## src/rtl/debounce_ch.sv

```systemverilog
// debounce_ch: one active-low push-button synchronized, debounced and edge-detected.
module debounce_ch #(
  parameter int CNT_W = 16
) (
  input  logic clk,
  input  logic rst_n,
  input  logic bttn,
  output logic pb_state,
  output logic pb_down,
  output logic pb_up
);
  logic [1:0]       sync_q, sync_d;
  logic [CNT_W-1:0] cnt_q, cnt_d;
  logic             state_q, state_d;
  logic             idle, sat;
  always_comb begin
    sync_d  = {sync_q[0], ~bttn};
    idle    = sync_q[1] == state_q;
    sat     = ~idle & (&cnt_q);
    // the all-ones increment wraps to zero on the same edge the state toggles
    cnt_d   = idle ? '0 : cnt_q + CNT_W'(1);
    state_d = sat ? ~state_q : state_q;
  end
  always_ff @(posedge clk or negedge rst_n) begin
    if (!rst_n) begin
      sync_q  <= '0;
      cnt_q   <= '0;
      state_q <= 1'b0;
    end else begin
      sync_q  <= sync_d;
      cnt_q   <= cnt_d;
      state_q <= state_d;
    end
  end
  assign pb_state = state_q;
  assign pb_down  = sat & ~state_q;
  assign pb_up    = sat & state_q;
endmodule

```

## src/rtl/debounced_clksel.sv

```systemverilog
// debounced_clksel: two debounced buttons; button 1 switches OUTCLK between FREE_CLK and button 0.
module debounced_clksel #(
  parameter int CNT_W = 16
) (
  input  logic       CLK,
  input  logic       RST_N,
  input  logic [1:0] BTTN,
  input  logic       FREE_CLK,
  output logic [1:0] PB_STATE,
  output logic [1:0] PB_DOWN,
  output logic [1:0] PB_UP,
  output logic       OUTCLK
);
  debounce_ch #(.CNT_W(CNT_W)) u_ch0 (
    .clk(CLK), .rst_n(RST_N), .bttn(BTTN[0]),
    .pb_state(PB_STATE[0]), .pb_down(PB_DOWN[0]), .pb_up(PB_UP[0])
  );
  debounce_ch #(.CNT_W(CNT_W)) u_ch1 (
    .clk(CLK), .rst_n(RST_N), .bttn(BTTN[1]),
    .pb_state(PB_STATE[1]), .pb_down(PB_DOWN[1]), .pb_up(PB_UP[1])
  );
  // plain mux, deliberately not retimed; a truncated pulse on switch is acceptable
  assign OUTCLK = PB_STATE[1] ? PB_STATE[0] : FREE_CLK;
endmodule

```

## config.mk

```make
export PLATFORM = sky130hd
export DESIGN_NAME = debounced_clksel
export DESIGN_NICKNAME = d
export VERILOG_FILES = /design/src/rtl/debounce_ch.sv /design/src/rtl/debounced_clksel.sv
export SDC_FILE = /design/constraint.sdc
export NUM_CORES = 1
export LEC_CHECK = 0
export ABC_AREA = 0
export CAP_MARGIN = 20
export CORE_AREA = 2 2 66 80
export CTS_CLUSTER_DIAMETER = 200
export CTS_CLUSTER_SIZE = 12
export DETAILED_ROUTE_END_ITERATION = 12
export DIE_AREA = 0 0 68 82
export GPL_ROUTABILITY_DRIVEN = 0
export GPL_TIMING_DRIVEN = 0
export HOLD_SLACK_MARGIN = 0.05
export SLEW_MARGIN = 20
export SYNTH_ARGS = -nofsm -noshare
export SYNTH_HDL_FRONTEND = slang
export SYNTH_SLANG_ARGS = --single-unit
```

## constraint.sdc

```tcl
create_clock -name CLK -period 2 [get_ports CLK]
set_input_delay 0.6 -clock CLK [delete_from_list [all_inputs] [get_ports CLK]]
set_output_delay 0.6 -clock CLK [all_outputs]
set_load 0.01 [all_outputs]
```

==> results of run 1 <==
what timing repair did:
action / 4_1_cts / 5_1_grt
pin swaps: 9 / 10
setup buffers: 12 / 17
setup endpoints to repair: 6 / 6
gates cloned: 0 / 0
resized for setup: 40 / 10
layout make-up:
type | count | area [µm²] | area share [%]
Timing Repair Buffer | 41 | 358 | 14.5
Buffer | 6 | 45.0 | 1.83
Tap cell | 60 | 75.1 | 3.05
Inverter | 4 | 15.0 | 0.609
Clock buffer | 8 | 110 | 4.47
Multi-Input combinational cell | 130 | 907 | 36.8
Sequential cell | 38 | 953 | 38.7
cells in the mapped netlist:
| library cell | n | area share, % |
|---|---|---|
| a31oi_1 | 1 | 0.34 |
| nor2_1 | 30 | 6.1 |
| nand3_2 | 1 | 0.54 |
| nor4_2 | 1 | 0.68 |
| a31o_2 | 2 | 0.95 |
| and4b_1 | 1 | 0.54 |
| xor2_1 | 11 | 5.2 |
| clkbuf_1 | 2 | 0.41 |
| dfrtp_1 | 38 | 52 |
| nand4_1 | 6 | 2.0 |
| xnor2_1 | 14 | 6.6 |
| and4_1 | 1 | 0.47 |
| nor4_1 | 3 | 1.0 |
| nand2_1 | 11 | 2.2 |
| o21ai_0 | 4 | 1.1 |
| a41o_1 | 1 | 0.54 |
| or3_1 | 4 | 1.4 |
| inv_1 | 4 | 0.81 |
| buf_6 | 1 | 0.61 |
| nand3_4 | 1 | 0.95 |
| and2_1 | 3 | 1.0 |
| and3_1 | 4 | 1.4 |
| nand3_1 | 9 | 2.4 |
| nor3_1 | 6 | 1.6 |
| ha_1 | 2 | 1.4 |
| buf_2 | 1 | 0.27 |
| xnor2_2 | 1 | 0.88 |
| buf_4 | 6 | 2.4 |
| nor2b_1 | 3 | 1.0 |
| mux2_2 | 1 | 0.61 |
| and4_4 | 1 | 0.61 |
| nand2b_1 | 2 | 0.68 |
| a21oi_1 | 6 | 1.6 |
cells by family (layout without fill, tap and decap cells):
family,Yosys count,after routing,synth area share [%]
AND/OR/NAND/NOR,87,87,24.7
AO/OA/AOI/OAI,14,14,4.54
flip-flops,38,38,51.5
buffers and inverters,14,59,4.54
XOR/XNOR,26,26,12.7
adder cells (fa/ha/maj),2,2,1.36
multiplexers,1,1,0.610
power breakdown:
group | switching [µW] | total, µW | internal [µW]
registers | 15.2 | 797 | 782
clock network | 253 | 601 | 348
logic | 41.8 | 83.5 | 41.7
total | 311 | 1480 | 1170
stage by stage:
| step | setup slack, ns | total power, µW | utilization (%) | instance area (µm²) | std cells |
|---|---|---|---|---|---|
| CTS | -0.316 | 1500 | 47.4 | 2290 | 270 |
| detailed placement | -0.631 | 874 | 42.3 | 2050 | 254 |
| finish | -0.263 | 1480 | 51.0 | 2460 | 287 |
| global route | -0.369 | 1560 | 51.0 | 2460 | 287 |
| floorplan | 0.0609 | 835 | - | 1850 | 182 |
| global placement | -0.627 | 869 | 42.0 | 2030 | 253 |
layout by cell type (no fill, tap or decap), drive strengths merged:
cell type,n
xor2,11
inv,4
a31oi,1
a41o,1
a21oi,6
nand4,6
and4b,1
and2,3
dfrtp,38
a31o,2
dlymetal6s2s,2
nor4,4
o21ai,4
clkdlybuf4s50,3
xnor2,15
nand2,11
nor2,30
clkbuf,10
or3,4
nor2b,3
and3,4
ha,2
nand3,11
and4,2
nor3,6
mux2,1
nand2b,2
buf,40
per-layer routing:
layer / vias to the layer above / global-route usage (%)
li1: 702 / -
met1: 672 / 16.2
met2: 14 / 24.5
met3: 4 / 4.52
met4: 0 / 5.40
met5: - / 0
sequential cells by signal, summed over array words and instances, names as in the netlist:
name and count:
u_ch1.sync_q 2, u_ch0.sync_q 2, u_ch1.pb_state 1, u_ch0.cnt_q 16
u_ch0.pb_state 1, u_ch1.cnt_q 16
how the worst max path moves through the flow:
stage / cells after the start / to / from
2_1_floorplan: 6 / PB_DOWN[0] / u_ch0.cnt_q[0]
3_3_place_gp: 7 / PB_DOWN[0] / u_ch0.cnt_q[0]
3_5_place_dp: 7 / PB_DOWN[0] / u_ch0.cnt_q[0]
4_1_cts: 6 / PB_DOWN[1] / u_ch1.pb_state
5_1_grt: 6 / PB_DOWN[0] / u_ch0.cnt_q[9]
6_report: 7 / PB_DOWN[0] / u_ch0.cnt_q[0]
==> results.ini, run 1 <==
[synth]
yosysSeqAreaShare_pct = 51.5
yosysWarnings = 0
syn_area_per_cell_um2 = 10.1
synthCells = 182
syn_area_mm2 = 0.00185
syn-num-nets = 189
netlist-cell-type-count = 33
synth_seq_cells = 38

[placement]
hpwl_um = 2340
port_buffers = 11

[worst_setup_path]
r2r_setup_slack_ns = 0.21
critPathMaxStageDelay_ns = 0.39
worstRegToRegCells = 5
arrival_ns = 1.66
critPathLaunchType = register
crit_required_ns = 1.40
crit_buf_inv = 2
cp_slowest_cell = dfrtp_1
path_max_fanout = 2
reg2reg_to = u_ch1.cnt_q[8]
rr_startpoint = u_ch1.pb_state
critPathCaptureType = primary output
cp_top_family = simple AND/OR/NAND/NOR gates
crit_chain = ha_4, nand4_1, nor2_2, and4b_1, buf_4, nor2b_4, buf_6
critical_path_class = reg2out

[run]
drv_cap = 0

[sta]
timing.fmax_mhz = 442
fin_crit_sh_pct = 113
tns_ns = -0.739
fin_ws_ns = -0.263
holdWs_ns = 0.210
tightest_slew_ns = 0.541
layout_min_cycle_time_ns = 2.26
setup_violations = 4
rsz0062_at_grt = true
slew_violations = 0
hold_viol_final = 0
slew_headroom_pct = 63.6
finClkSkew_ns = 0.00220

[clock_tree]
cts_buffer_depth = 2
cts_htree_levels = 2
root_buffer = clkbuf_8
path_clk_slew_ns = 0.07
cts_tree = done
holdBufCountCts = 0
numCtsBuffers = 5
insertion_delay_ns = 0.28
clock_sinks = 38

[finish]
layout.nets = 233
diodes = 0
drive_above_1_share_pct = 30.0
fillerInstances = 456
syn_to_final_growth_pct = 33.5

[power_and_ir_drop]
p_leak_uw = 0.00111
vdd_drop_max_uv = 403
pwr_density_cell_mw_per_mm2 = 602

[detailed_routing]
dr.pass1.iters = 4
viasPerCell = 4.85
wl_met3_um = 100
final_antenna_net_count = 0
wirelength_um = 3560
wl_met2_um = 1910
wl_per_cell_um = 12.4
drc_errors = 0
highest_layer = met4
wl_met1_um = 1530
vias = 1392
drt_iter0_drc = 52

[floorplanning]
die_w_um = 68
initial_core_util_pct = 38.2
pin_count = 12
fp.dieArea_mm2 = 0.00558
fp.dieH_um = 82
std_cell_rows = 28
core_area_mm2 = 0.00483

[status]
violations = negative setup slack
status = complete, but fails checks

[min_path]
hold_path.class = in2async

[global_routing]
grt_start_max_net_pins = 26
grt_pass1_vias = 1315
grt_pass1_wl_um = 5840
antenna_found_initial = 0
grt_use_total_pct = 14.2
grt_remaining_overflow = 0

No activity file was read; power rests on OpenSTA's default activity.
==> run 2: changes to the inputs <==
--- a/config.mk
+++ b/config.mk
@@ -7,14 +7,15 @@
 export LEC_CHECK = 0
 export ABC_AREA = 0
 export CAP_MARGIN = 20
-export CORE_AREA = 2 2 66 80
+export CORE_AREA = 2 2 58 71
 export CTS_CLUSTER_DIAMETER = 200
 export CTS_CLUSTER_SIZE = 12
 export DETAILED_ROUTE_END_ITERATION = 12
-export DIE_AREA = 0 0 68 82
+export DIE_AREA = 0 0 60 73
 export GPL_ROUTABILITY_DRIVEN = 0
 export GPL_TIMING_DRIVEN = 0
 export HOLD_SLACK_MARGIN = 0.05
+export PLACE_DENSITY = 0.72
 export SLEW_MARGIN = 20
 export SYNTH_ARGS = -nofsm -noshare
 export SYNTH_HDL_FRONTEND = slang
==> run 2 against run 1 <==
Net effect: the run still ends with negative setup slack left; non-clock buffer count up 2; die area down 21%; critical path type unchanged; utilization increased by 14 points; count of clock-buffer cells in the layout decreased by 1; final cell count down 1.4%; sequential cell count is the same; design area down 0.46%; sequential power about the same; critical path depth is 2 lower; sequential share of layout area up 0.18 points.
==> results.ini, run 2 (synthesized netlist as in run 1, its figures left out) <==
[status]
status = complete, but fails checks
violations = negative setup slack

[placement]
hpwl_um = 2470  ; +5.5%
place_area_mm2 = 0.00205  ; unchanged
port_buffers = 11  ; unchanged
pre_cts_slack_ns = -0.664  ; -0.0332 ns

[sta]
layout_min_cycle_time_ns = 2.29  ; +0.0296 ns
rsz0062_at_grt = true
tightest_slew_ns = 0.553  ; +0.0112 ns
slew_headroom_pct = 62.9  ; -0.75 points
hold_viol_final = 0  ; unchanged
fin_ws_ns = -0.293  ; -0.0296 ns
tns_ns = -1.01  ; -0.273 ns
finClkSkew_ns = 0.00799  ; +0.00579 ns
setup_violations = 4  ; unchanged
slew_violations = 0  ; unchanged
fin_crit_sh_pct = 115  ; +1.5 points
timing.fmax_mhz = 436  ; -1.3%

[floorplanning]
fp.dieArea_mm2 = 0.00438  ; -21%
die_w_um = 60  ; -12%
initial_core_util_pct = 48.8  ; +11 points
pin_count = 12  ; unchanged
std_cell_rows = 25  ; -11%
core_area_mm2 = 0.00378  ; -22%
fp.dieH_um = 73  ; -11%

[global_routing]
grt_remaining_overflow = 0  ; unchanged
grt_pass1_vias = 1407  ; +7.0%
grt_pass1_wl_um = 6220  ; +6.4%
antenna_found_initial = 0  ; unchanged
grt_start_max_net_pins = 21  ; -19%
grt_use_total_pct = 19.2  ; +4.9 points

[finish]
fin_area_mm2 = 0.00245  ; -0.46%
drive_above_1_share_pct = 31.0  ; +1.0 points
layout.nets = 235  ; +0.86%
syn_to_final_growth_pct = 32.9
layout_commonest_cell = dfrtp_1
reg_top3 = u_ch0.cnt_q x16, u_ch1.cnt_q x16
diodes = 0  ; unchanged
final_cell_mix = 36 x dfrtp_1, 32 x buf_4, 28 x nor2_1

[detailed_routing]
drc_errors = 0  ; unchanged
vias = 1459  ; +4.8%
final_antenna_net_count = 0  ; unchanged
drt_iter0_drc = 83  ; +60%
wirelength_um = 3830  ; +7.6%
dr.pass1.iters = 4  ; unchanged
viasPerCell = 5.16  ; +6.3%
wl_per_cell_um = 13.5  ; +9.1%

[run]
drv_cap = 0  ; unchanged

[power_and_ir_drop]
pwr_density_cell_mw_per_mm2 = 582  ; -3.3%
vdd_drop_max_uv = 522  ; +30%
finalPower_uw = 1430  ; -3.8%
p_leak_uw = 0.00110  ; -0.63%

[worst_setup_path]
path_max_fanout = 3  ; +1
crit_required_ns = 1.40  ; about the same
rr_startpoint = u_ch1.pb_state
critical_path_class = reg2out
arrival_ns = 1.69  ; +0.03 ns
cp-startpoint = u_ch1.cnt_q[3]
critPathLaunchType = register
r2r_setup_slack_ns = 0.24  ; +0.03 ns
critPathCaptureType = primary output

[clock_tree]
path_clk_slew_ns = 0.07  ; about the same
cts_htree_levels = 2  ; unchanged
numCtsBuffers = 5  ; unchanged
insertion_delay_ns = 0.29  ; about the same
cts_buffer_depth = 2  ; unchanged
root_buffer = clkbuf_8
holdBufCountCts = 0  ; unchanged
cts_tree = done
clock_sinks = 38  ; unchanged

[min_path]
hold_path.class = in2async

-- run 2: cell types whose count changed in the layout (fill, tap and decap cells not counted), sizes merged --
cell	change
buf	+1
clkdlybuf4s50	+1
clkinv	+1
dlymetal6s2s	-1
-- run 2: critical path, stage by stage, from the launching register on --
cell and delay (ns):
dfrtp_1 0.40, nand4_1 0.25, nor4_4 0.36, buf_4 0.16
nor2b_4 0.13, buf_6 0.10
-- run 2: final cells by class --
cell class,instances,area [µm²]
inverter,4,15.0
clock buffer,7,86.3
multi-input combinational,130,908
fill,294,1330
tap,54,67.6
clock inverter,1,5.00
sequential,38,953
buffer,6,45.0
timing repair buffer,43,372
-- run 2: metal layers --
metal | part of all wire, % | global-route usage (%) | vias to the layer above
met5 | 0 | 0 | -
met2 | 54 | 34.4 | 20
li1 | - | - | 701
met4 | 3.2 | 5.93 | 0
met1 | 41 | 21.1 | 725
met3 | 2.5 | 5.85 | 13
-- run 2: power by group --
group | switching (µW) | internal [µW]
clock | 263 | 278
sequential | 15.8 | 782
combinational | 44.0 | 43.2
total | 323 | 1100
-- run 2: through the flow --
stage / util [%] / instances / hold slack (ns)
after floorplan: - / 182 / 0.304
after global placement: 53.5 / 247 / 0.332
after detailed placement: 54.0 / 248 / 0.335
after CTS: 61.1 / 268 / 0.259
after global routing: 64.8 / 283 / 0.281
final: 64.8 / 283 / 0.252
-- run 2: worst paths after layout --
| path | cells past startpoint | endpoint |
|---|---|---|
| worst max-delay path | 5 | PB_DOWN[1] |
| worst min-delay path | 1 | u_ch0.cnt_q[8] |
| worst max register to register | 5 | u_ch1.cnt_q[10] |
| worst min register to register | 0 | u_ch1.sync_q[1] |
| max in group asynchronous | 2 | u_ch0.pb_state |
| min in group CLK | 0 | u_ch1.sync_q[1] |
-- run 2: timing repair --
item                                    CTS  global route
endpoints found under the setup margin    6             6
pin swaps                                10             7
gates resized for setup                  36            10
buffers inserted                         16            15
endpoints found under the hold margin     0             0
==> run 3: changes to the inputs <==
--- a/config.mk
+++ b/config.mk
@@ -7,16 +7,15 @@
 export LEC_CHECK = 0
 export ABC_AREA = 0
 export CAP_MARGIN = 20
-export CORE_AREA = 2 2 58 71
+export CORE_AREA = 2 2 75 55
 export CTS_CLUSTER_DIAMETER = 200
 export CTS_CLUSTER_SIZE = 12
 export DETAILED_ROUTE_END_ITERATION = 12
-export DIE_AREA = 0 0 60 73
+export DIE_AREA = 0 0 77 57
 export GPL_ROUTABILITY_DRIVEN = 0
 export GPL_TIMING_DRIVEN = 0
 export HOLD_SLACK_MARGIN = 0.05
-export PLACE_DENSITY = 0.72
-export SLEW_MARGIN = 20
+export PLACE_DENSITY = 0.73
 export SYNTH_ARGS = -nofsm -noshare
 export SYNTH_HDL_FRONTEND = slang
 export SYNTH_SLANG_ARGS = --single-unit
==> run 3 against run 2 <==
Net effect: the flow still finishes with violations (negative setup slack); largest power group unchanged; design area rose by 0.41%; sequential share of layout area fell by 0.16 points; critical path type unchanged; highest routed layer unchanged; via count fell by 0.89%; final cell count fell by 0.71%.
==> results.ini, run 3 (synthesized netlist as in run 1, its figures left out) <==
[global_routing]
met3_usage_pct = 5.70  ; -0.15 points
grt_start_max_net_pins = 39  ; +86%
grt_pass1_vias = 1363  ; -3.1%
grt_util_met1_pct = 25.7  ; +4.5 points
grt_pass1_wl_um = 6370  ; +2.4%
grt_remaining_overflow = 0  ; unchanged
grt_use_total_pct = 19.0  ; -0.12 points
grt_most_used_layer = met2
grt_use_met2_pct = 29.6  ; -4.8 points
antenna_found_initial = 0  ; unchanged

[placement]
port_buffers = 11  ; unchanged
hpwl_um = 2360  ; -4.2%
placed_cells = 245  ; -1.2%

[floorplanning]
std_cell_rows = 19  ; -24%
die_w_um = 77  ; +28%
fp.dieH_um = 57  ; -22%
pin_count = 12  ; unchanged
fp.dieArea_mm2 = 0.00439  ; +0.21%
initial_core_util_pct = 49.1  ; +0.37 points
core_area_mm2 = 0.00376  ; -0.76%

[sta]
hold_viol_final = 0  ; unchanged
slew_violations = 0  ; unchanged
timing.fmax_mhz = 438  ; +0.35%
slew_headroom_pct = 44.6  ; -18 points
setup_violations = 4  ; unchanged
fin_ws_ns = -0.285  ; +0.00789 ns
fin_crit_sh_pct = 114  ; -0.39 points
tightest_slew_ns = 0.831  ; +0.278 ns
rsz0062_at_grt = true
layout_min_cycle_time_ns = 2.29  ; -0.00789 ns
finClkSkew_ns = 0.00687  ; -0.00112 ns

[worst_setup_path]
critPathMaxStageDelay_ns = 0.45  ; +0.05 ns
critical_path_class = reg2out
worstRegToRegCells = 6  ; +1
cp_slowest_cell = dfrtp_1
crit_chain = nand4_1, nor4_4, nor2b_4, buf_6
r2r_setup_slack_ns = 0.24  ; about the same
path_max_fanout = 5  ; +2
rr_startpoint = u_ch0.cnt_q[1]
critPathLaunchType = register
arrival_ns = 1.69  ; about the same
crit_required_ns = 1.40  ; about the same
cp-startpoint = u_ch1.cnt_q[4]
crit_end = PB_DOWN[1]
critPathCaptureType = primary output
reg2reg_to = u_ch0.cnt_q[15]

[finish]
instances_no_fill = 281  ; -0.71%
diodes = 0  ; unchanged
multiInputGateArea_um2 = 918  ; +1.1%
layout_commonest_cell = dfrtp_1
layout.nets = 235  ; unchanged
reg_top3 = u_ch0.cnt_q x16, u_ch1.cnt_q x16
final_cell_mix = 36 x dfrtp_1, 33 x buf_4, 28 x nor2_1
fillerInstances = 267  ; -9.2%
syn_to_final_growth_pct = 33.4
drive_above_1_share_pct = 31.4  ; +0.44 points
seq_area_um2 = 953  ; unchanged

[min_path]
hold_start = u_ch0.sync_q[0]
hold_path.class = reg2reg

[clock_tree]
insertion_delay_ns = 0.29  ; about the same
numCtsBuffers = 5  ; unchanged
cts_buffer_depth = 2  ; unchanged
holdBufCountCts = 0  ; unchanged
clock_sinks = 38  ; unchanged
cts_htree_levels = 2  ; unchanged
cts_tree = done
path_clk_slew_ns = 0.07  ; about the same
root_buffer = clkbuf_8

[power_and_ir_drop]
pwr_density_cell_mw_per_mm2 = 618  ; +6.3%
finalPower_uw = 1520  ; +6.7%
vdd_drop_max_uv = 377  ; -28%
p_leak_uw = 0.00111  ; +0.64%

[detailed_routing]
viasPerCell = 5.15  ; -0.19%
wl_per_cell_um = 14.2  ; +5.1%
final_antenna_net_count = 0  ; unchanged
drc_errors = 0  ; unchanged
drt_iter0_drc = 150  ; +81%
dr.pass1.iters = 4  ; unchanged
vias = 1446  ; -0.89%
wirelength_um = 4000  ; +4.4%

[status]
violations = negative setup slack
status = complete, but fails checks

[run]
drv_cap = 0  ; unchanged

[run 3: changes by cell type in the layout (fill, tap and decap cells not counted), sizes merged]
cell	before	now
clkinv	1	2
clkbuf	10	7
dlygate4sd2	0	1
clkdlybuf4s50	4	3
bufinv	0	1
buf	41	42
[run 3: layout make-up]
class / instances / area share [%]
flip-flops and latches: 38 / 38.7
multi-input cells: 130 / 37.3
repair buffers: 43 / 14.5
clock buffers: 5 / 2.79
well taps: 52 / 2.64
plain buffers: 6 / 1.83
clock inverters: 3 / 1.63
inverters: 4 / 0.610
[run 3: power breakdown]
group / internal (µW) / switching [µW] / leakage [µW]
Combinational: 43.9 / 45.0 / 0.000539
Sequential: 782 / 17.1 / 0.000513
Clock: 367 / 268 / 0.0000579
Total: 1190 / 330 / 0.00111
[run 3: worst min path at each step]
stage / slack, ns / cells past startpoint / end
floorplan: 0.30 / 0 / u_ch0.cnt_q[0]
global placement: 0.33 / 0 / u_ch1.sync_q[1]
detailed placement: 0.33 / 0 / u_ch0.sync_q[1]
CTS: 0.35 / 0 / u_ch0.sync_q[1]
global route: 0.35 / 0 / u_ch0.sync_q[1]
finish: 0.34 / 0 / u_ch0.sync_q[1]
[run 3: what timing repair did]
| action | in CTS | in global routing |
|---|---|---|
| setup buffers | 14 | 18 |
| endpoints found under the setup margin | 6 | 6 |
| pin swaps | 9 | 6 |
| gates resized for setup | 44 | 8 |
[run 3: through the flow]
stage | setup slack (ns) | area [µm²] | TNS [ns] | utilization, % | hold slack (ns)
floorplan | 0.0609 | 1850 | 0 | - | 0.304
global placement | -0.624 | 2020 | -19.19 | 53.8 | 0.333
detailed placement | -0.670 | 2020 | -2.86 | 53.7 | 0.335
CTS | -0.249 | 2290 | -0.958 | 61.0 | 0.349
global route | -0.347 | 2460 | -1.30 | 65.6 | 0.355
finish | -0.285 | 2460 | -1.02 | 65.6 | 0.342
[run 3: worst max-delay path, delay by kind of cell (launching register included)]
kind	cells	cell delay, ns
AND/OR/NAND/NOR	3	0.84
flip-flops	1	0.45
buffers and inverters	1	0.11
[run 3: per-layer routing]
| metal | vias to the layer above | share of wire (%) |
|---|---|---|
| li1 | 697 | - |
| met1 | 704 | 48 |
| met2 | 39 | 46 |
| met3 | 6 | 4.8 |
| met4 | 0 | 1.4 |
| met5 | - | 0 |
